==> src/rtl/mem_des_pkg.sv <==
// ============================================================================
// Module  : mem_des_pkg
// Brief   : Shared FSM state type and default geometry for mem_des.
// Revision: 1.0
// ============================================================================
`default_nettype none

package mem_des_pkg;

    localparam int DEFAULT_WIDTH = 16;
    localparam int DEFAULT_DEPTH = 16;

    typedef enum logic [1:0] {
        IDLE      = 2'd0,
        WRITE_ACK = 2'd1,
        READ_ACK  = 2'd2
    } state_e;

endpackage : mem_des_pkg

`default_nettype wire

==> src/rtl/mem_des.sv <==
// ============================================================================
// Module  : mem_des
// Brief   : Single-port request/acknowledge memory with registered read data.
//           Define MEM_DES_CLEAR_ON_RST_EN to zero the array while in reset.
// Revision: 1.0
// ============================================================================
`default_nettype none

module mem_des
    import mem_des_pkg::*;
#(
    parameter int WIDTH     = DEFAULT_WIDTH,
    parameter int DEPTH     = DEFAULT_DEPTH,
    parameter int ADDRWIDTH = $clog2(DEPTH)
) (
    input  logic                 clk_i,
    input  logic                 rst_i,
    input  logic [ADDRWIDTH-1:0] addr_i,
    input  logic [WIDTH-1:0]     wdata_i,
    input  logic                 valid_i,
    input  logic                 wr_en,
    input  logic                 rd_en,
    output logic [WIDTH-1:0]     rdata_o,
    output logic                 ready_o
);

    logic [WIDTH-1:0] mem [0:DEPTH-1];

    state_e                 state_q, state_d;
    logic [ADDRWIDTH-1:0]   addr_q, addr_d;
    logic [WIDTH-1:0]       rdata_q, rdata_d;
    logic                   ready_q, ready_d;

    logic                   w_wr_fire;
    logic                   w_wr_in_range;
    logic                   w_rd_in_range;

    // Out-of-range checks only matter when DEPTH is not a power of two.
    assign w_wr_in_range = (32'(addr_i) < 32'(DEPTH));
    assign w_rd_in_range = (32'(addr_q) < 32'(DEPTH));

    always_comb begin
        state_d   = state_q;
        addr_d    = addr_q;
        rdata_d   = rdata_q;
        ready_d   = 1'b0;
        w_wr_fire = 1'b0;
        case (state_q)
            IDLE: begin
                if (valid_i && wr_en) begin
                    w_wr_fire = 1'b1;
                    state_d   = WRITE_ACK;
                end else if (valid_i && rd_en) begin
                    addr_d  = addr_i;
                    state_d = READ_ACK;
                end
            end
            WRITE_ACK: begin
                ready_d = 1'b1;
                state_d = IDLE;
            end
            READ_ACK: begin
                ready_d = 1'b1;
                rdata_d = w_rd_in_range ? mem[addr_q] : '0;
                state_d = IDLE;
            end
            default: begin
                state_d = IDLE;
            end
        endcase
    end

    always_ff @(posedge clk_i) begin
        if (!rst_i) begin
            state_q <= IDLE;
            addr_q  <= '0;
            rdata_q <= '0;
            ready_q <= 1'b0;
        end else begin
            state_q <= state_d;
            addr_q  <= addr_d;
            rdata_q <= rdata_d;
            ready_q <= ready_d;
        end
    end

    // A write seen on a reset edge is discarded in both build variants.
    always_ff @(posedge clk_i) begin
`ifdef MEM_DES_CLEAR_ON_RST_EN
        if (!rst_i) begin
            for (int i = 0; i < DEPTH; i++) begin
                mem[i] <= '0;
            end
        end else if (w_wr_fire && w_wr_in_range) begin
            mem[addr_i] <= wdata_i;
        end
`else
        if (rst_i && w_wr_fire && w_wr_in_range) begin
            mem[addr_i] <= wdata_i;
        end
`endif
    end

    assign rdata_o = rdata_q;
    assign ready_o = ready_q;

endmodule : mem_des

`default_nettype wire

==> config.mk <==
export PLATFORM = sky130hd
export DESIGN_NAME = mem_des
export DESIGN_NICKNAME = d
export VERILOG_FILES = /design/src/rtl/mem_des_pkg.sv /design/src/rtl/mem_des.sv
export SDC_FILE = /design/constraint.sdc
export NUM_CORES = 1
export LEC_CHECK = 0
export CORE_AREA = 4 4 147 149
export DETAILED_ROUTE_END_ITERATION = 8
export DIE_AREA = 0 0 151 153
export HOLD_SLACK_MARGIN = 0.12
export PLACE_DENSITY = 0.81
export SYNTH_ARGS = -nofsm -noshare
export SYNTH_HDL_FRONTEND = slang
export SYNTH_SLANG_ARGS = --single-unit
==> constraint.sdc <==
create_clock -name clk_i -period 2.7 [get_ports clk_i]
set_input_delay 0.54 -clock clk_i [delete_from_list [all_inputs] [get_ports clk_i]]
set_output_delay 0.54 -clock clk_i [all_outputs]
set_load 0.05 [all_outputs]
==> metrics.md <==
| Metric | Value |
|---|---|
| Multi-input combinational cell area | roughly 2400 sq um |
| Number of clock buffers inserted by TritonCTS | 26 |
| Number of I/O pins | 42 |
| GP Congestion | a little under 0.9 |
| Number of DRC violations after detailed routing | 0 |
| Port Buf Inserts | 41 |
| Highest fanout seen on the critical path | 2 |
| Dpl ws | 0.256 ns |
| FF+latch count, synth | 279 |
| Leakage power | 0.00394 uW |
| Mapped Cells | 639 |
| Total routed wirelength | around 24000 um |
| Hold-fix buffers, CTS | 0 |
| Number of nets produced by synthesis | ~670 |
| Peak supply drop | just over 0.6 mV |
| Via total after detailed routing | 5894 |
| Unrepaired setup endpoints after global routing | no |
| Number of max-slew violations in the final report | 0 |
| Die Y-Extent | about 150 um |
| Path length in cells of the critical path | 1 |
| Post-route minimum period | between 2 and 2.5 ns |
| Number of distinct library cells after synthesis | 28 |
| R2R cell count | 6 |
| Reg2reg setup slack | roughly 0.76 ns |
| Number of levels the H-tree was split into | 1 |
| Post-detailed-route count of antenna-violating nets | 0 |
| Cell area after synthesis | between 10000 and 15000 sq um |
| Core box area | roughly 20000 sq um |
| Clk pin slew, worst setup/hold paths | around 0.060 ns |
| Most common library cell in the layout ignoring fill and taps | sky130_fd_sc_hd__edfxtp_1 |
| Fin Setup TNS | 0 ns |
| Power per cell area | 713 nW/um^2 |
| Achievable Freq | between 400 and 500 MHz |
| Count of TritonRoute iterations in the first routing pass | 5 |
| Post-CTS sizing | 0 |
| Insertion delay of the later-clocked pin in the worst-skew pair | between 0.5 and 0.6 ns |
| Die Span X | 151 um |
| Number of max-capacitance violations reported | 0 |
| Wire length of the first global-routing pass | between 30000 and 40000 um |
| Fin nets | about 730 |
| TritonCTS clock tree | yes |
| Power Total | between 8000 and 9000 uW |
| Vias per cell | approximately 5.9 |
| Count of inserted antenna diode cells | 0 |
| Number of sinks handled by clock tree synthesis | around 280 |
| CP Capture Type | output port |
| Initial antenna violation count | 0 |
| Type of the setup path with the least slack | flop to output port |
| Combined flip-flop and latch cell area | ~8200 sq um |
| Avg Cell Area, Syn | approximately 17 sq um |
| Starting utilization of the core area | ~54% |
| Final setup margin | roughly 0.43 ns |
| Cell-by-cell trace of the critical path | clkdlybuf4s50_1 |
| Start of the worst register-to-register path | state_q[0]$_SDFFE_PN0P_ |
| Layout overhead on the synthesized area | 15.7% |
| # Post-CTS Setup Buffers | 0 |
| Status | completed |
| Path type of the worst min-delay path | flop to flop |
| Reg-to-reg critical path endpoint | mem[0][0]$_DFFE_PP_ |
| Startpoint class of the critical path | flop |
| Number of DRC markers after the initial detailed-route iteration | between 700 and 800 |
| CP peak stage delay | roughly 0.85 ns |
| Detailed Place HPWL | roughly 15000 um |
| Ys Warns | 0 |
| Ratio of cells with drive above 1 in the final layout | 11.7% |
| Master cell of the clock root buffer | sky130_fd_sc_hd__clkbuf_16 |
| Slew headroom | between 40 and 50% |
| Die area | roughly 23000 sq um |
| Most frequent cells in the layout | 256 x sky130_fd_sc_hd__edfxtp_1, 132 x sky130_fd_sc_hd__mux2i_1, 50 x sky130_fd_sc_hd__nand3_1, 49 x sky130_fd_sc_hd__a22oi_1, 41 x sky130_fd_sc_hd__clkdlybuf4s50_1 |
| Instance count after placement with tap cells included | about 950 |
| Bufs on Longest Clock Path | 3 |
| Required time at the endpoint of the critical path | ~2.2 ns |
| Number of global-route vias before repair | 6000 |
| Final clock period utilization by the worst path | a little over four fifths |
| Number of standard cells in the final layout excluding fillers | 994 |
| Core Rows | 52 |
| Critical path buffers and inverters | 1 |
| Pin count of the biggest net entering global routing | 33 |
| Share of the yosys chip area belonging to registers | between 70% and 80% |
| Termination of the worst setup path | rdata_o[9] |
| Final count of negative-setup-slack endpoints | 0 |
| Filler cell count in the final layout | roughly 1400 |
| Overall Global Routing Usage | 20.8% |
| Startpoint of the most critical setup path | rdata_o[9]$_SDFFE_PN0N_ |
| Grt ovf | 0 |
| CP arrival | 1.73 ns |
| Final Hold Fails | 0 |
| Worst Clk Skew | 0.0124 ns |
| Top cell family by delay on the critical path | buffers and inverters |
| Slowest cell on the critical path | sky130_fd_sc_hd__clkdlybuf4s50_1 |
| Slew at the pin closest to its max-slew limit | 0.861 ns |
| Routed wire per std cell | about 24 um |
[flip-flops by register name, indices dropped and copies added, names as in the netlist]
name and flops:
rdata_o 16, ready_o 1, mem 256, addr_q 4, state_q 2
[per-layer routing]
metal / global-route usage, % / routed length, um / vias to the layer above
li1: - / - / 2618
met1: 28.0 / 9200 / 2929
met2: 34.3 / 11900 / 290
met3: 2.61 / 1760 / 57
met4: 9.07 / 1020 / 0
met5: 0 / 0 / -
[cells in the mapped netlist (all sizes together)]
master  number  area share (%)
or3          1           0.058
nand4        1           0.058
mux2i      132              12
and2         2            0.12
buf         26             2.2
nor2        16            0.56
dfxtp       23             4.3
nand2       37             1.3
a22oi       49             3.4
ha           2            0.23
nand2b       2            0.12
a221oi       1           0.081
nand3b       1           0.070
nor2b        7            0.41
nand4b       1           0.081
nand3       50             2.3
inv          3            0.10
nor3         4            0.19
clkbuf       9            0.36
a21oi       16            0.74
edfxtp     256              71
[power by group]
| group | switching (uW) | leakage [uW] | total, uW | internal [uW] |
|---|---|---|---|---|
| Combinational | 262 | 0.00102 | 390 | 127 |
| Sequential | 18.8 | 0.00249 | 4760 | 4740 |
| Clock | 1490 | 0.000427 | 3760 | 2270 |
[kinds of logic (layout without fill, tap and decap cells)]
| group | count (synthesis) | count (layout) | share of synthesized area, % |
|---|---|---|---|
| AOI/OAI and AO/OA | 66 | 66 | 4.23 |
| adders and majority gates | 2 | 2 | 0.232 |
| DFF | 279 | 279 | 75.4 |
| muxes | 132 | 132 | 12.2 |
| buffers and inverters | 38 | 123 | 2.63 |
| and+or+nand+nor | 122 | 122 | 5.25 |
[how the worst min path moves through the flow]
| stage | from | end | slack (ns) | cells past startpoint |
|---|---|---|---|---|
| final | rdata_o[4]$_SDFFE_PN0N_ | rdata_o[4]$_SDFFE_PN0N_ | 0.46 | 2 |
| after global routing | rdata_o[0]$_SDFFE_PN0N_ | rdata_o[0]$_SDFFE_PN0N_ | 0.49 | 2 |
| after CTS | rdata_o[4]$_SDFFE_PN0N_ | rdata_o[4]$_SDFFE_PN0N_ | 0.46 | 2 |
| after detailed placement | rdata_o[9]$_SDFFE_PN0N_ | rdata_o[9]$_SDFFE_PN0N_ | 0.45 | 2 |
| after global placement | rdata_o[7]$_SDFFE_PN0N_ | rdata_o[7]$_SDFFE_PN0N_ | 0.45 | 2 |
| after floorplan | state_q[0]$_SDFFE_PN0P_ | state_q[0]$_SDFFE_PN0P_ | 0.47 | 2 |
[through the flow]
step	cell area, sq um	hold slack, ns	util (%)
2_1_floorplan	10800	0.465	-
6_report	12500	0.465	62.0
4_1_cts	12500	0.464	62.0
3_3_place_gp	11600	0.452	57.6
5_1_grt	12500	0.492	62.0
3_5_place_dp	11600	0.446	57.6
[worst min-delay path, delay by kind of cell (launching register included)]
kind | cells | cell delay [ns]
flip-flops | 1 | 0.33
AND/OR/NAND/NOR | 2 | 0.11
[final cells by class]
| cell class | instances | share of cell area, % |
|---|---|---|
| flip-flops and latches | 279 | 65.2 |
| multi-input cells | 322 | 19.4 |
| clock buffers | 39 | 5.92 |
| well taps | 270 | 2.70 |
| clock inverters | 9 | 1.16 |
| inverters | 3 | 0.0901 |
| repair buffers | 72 | 5.54 |
Note: power is estimated with default switching activity, not from simulation.
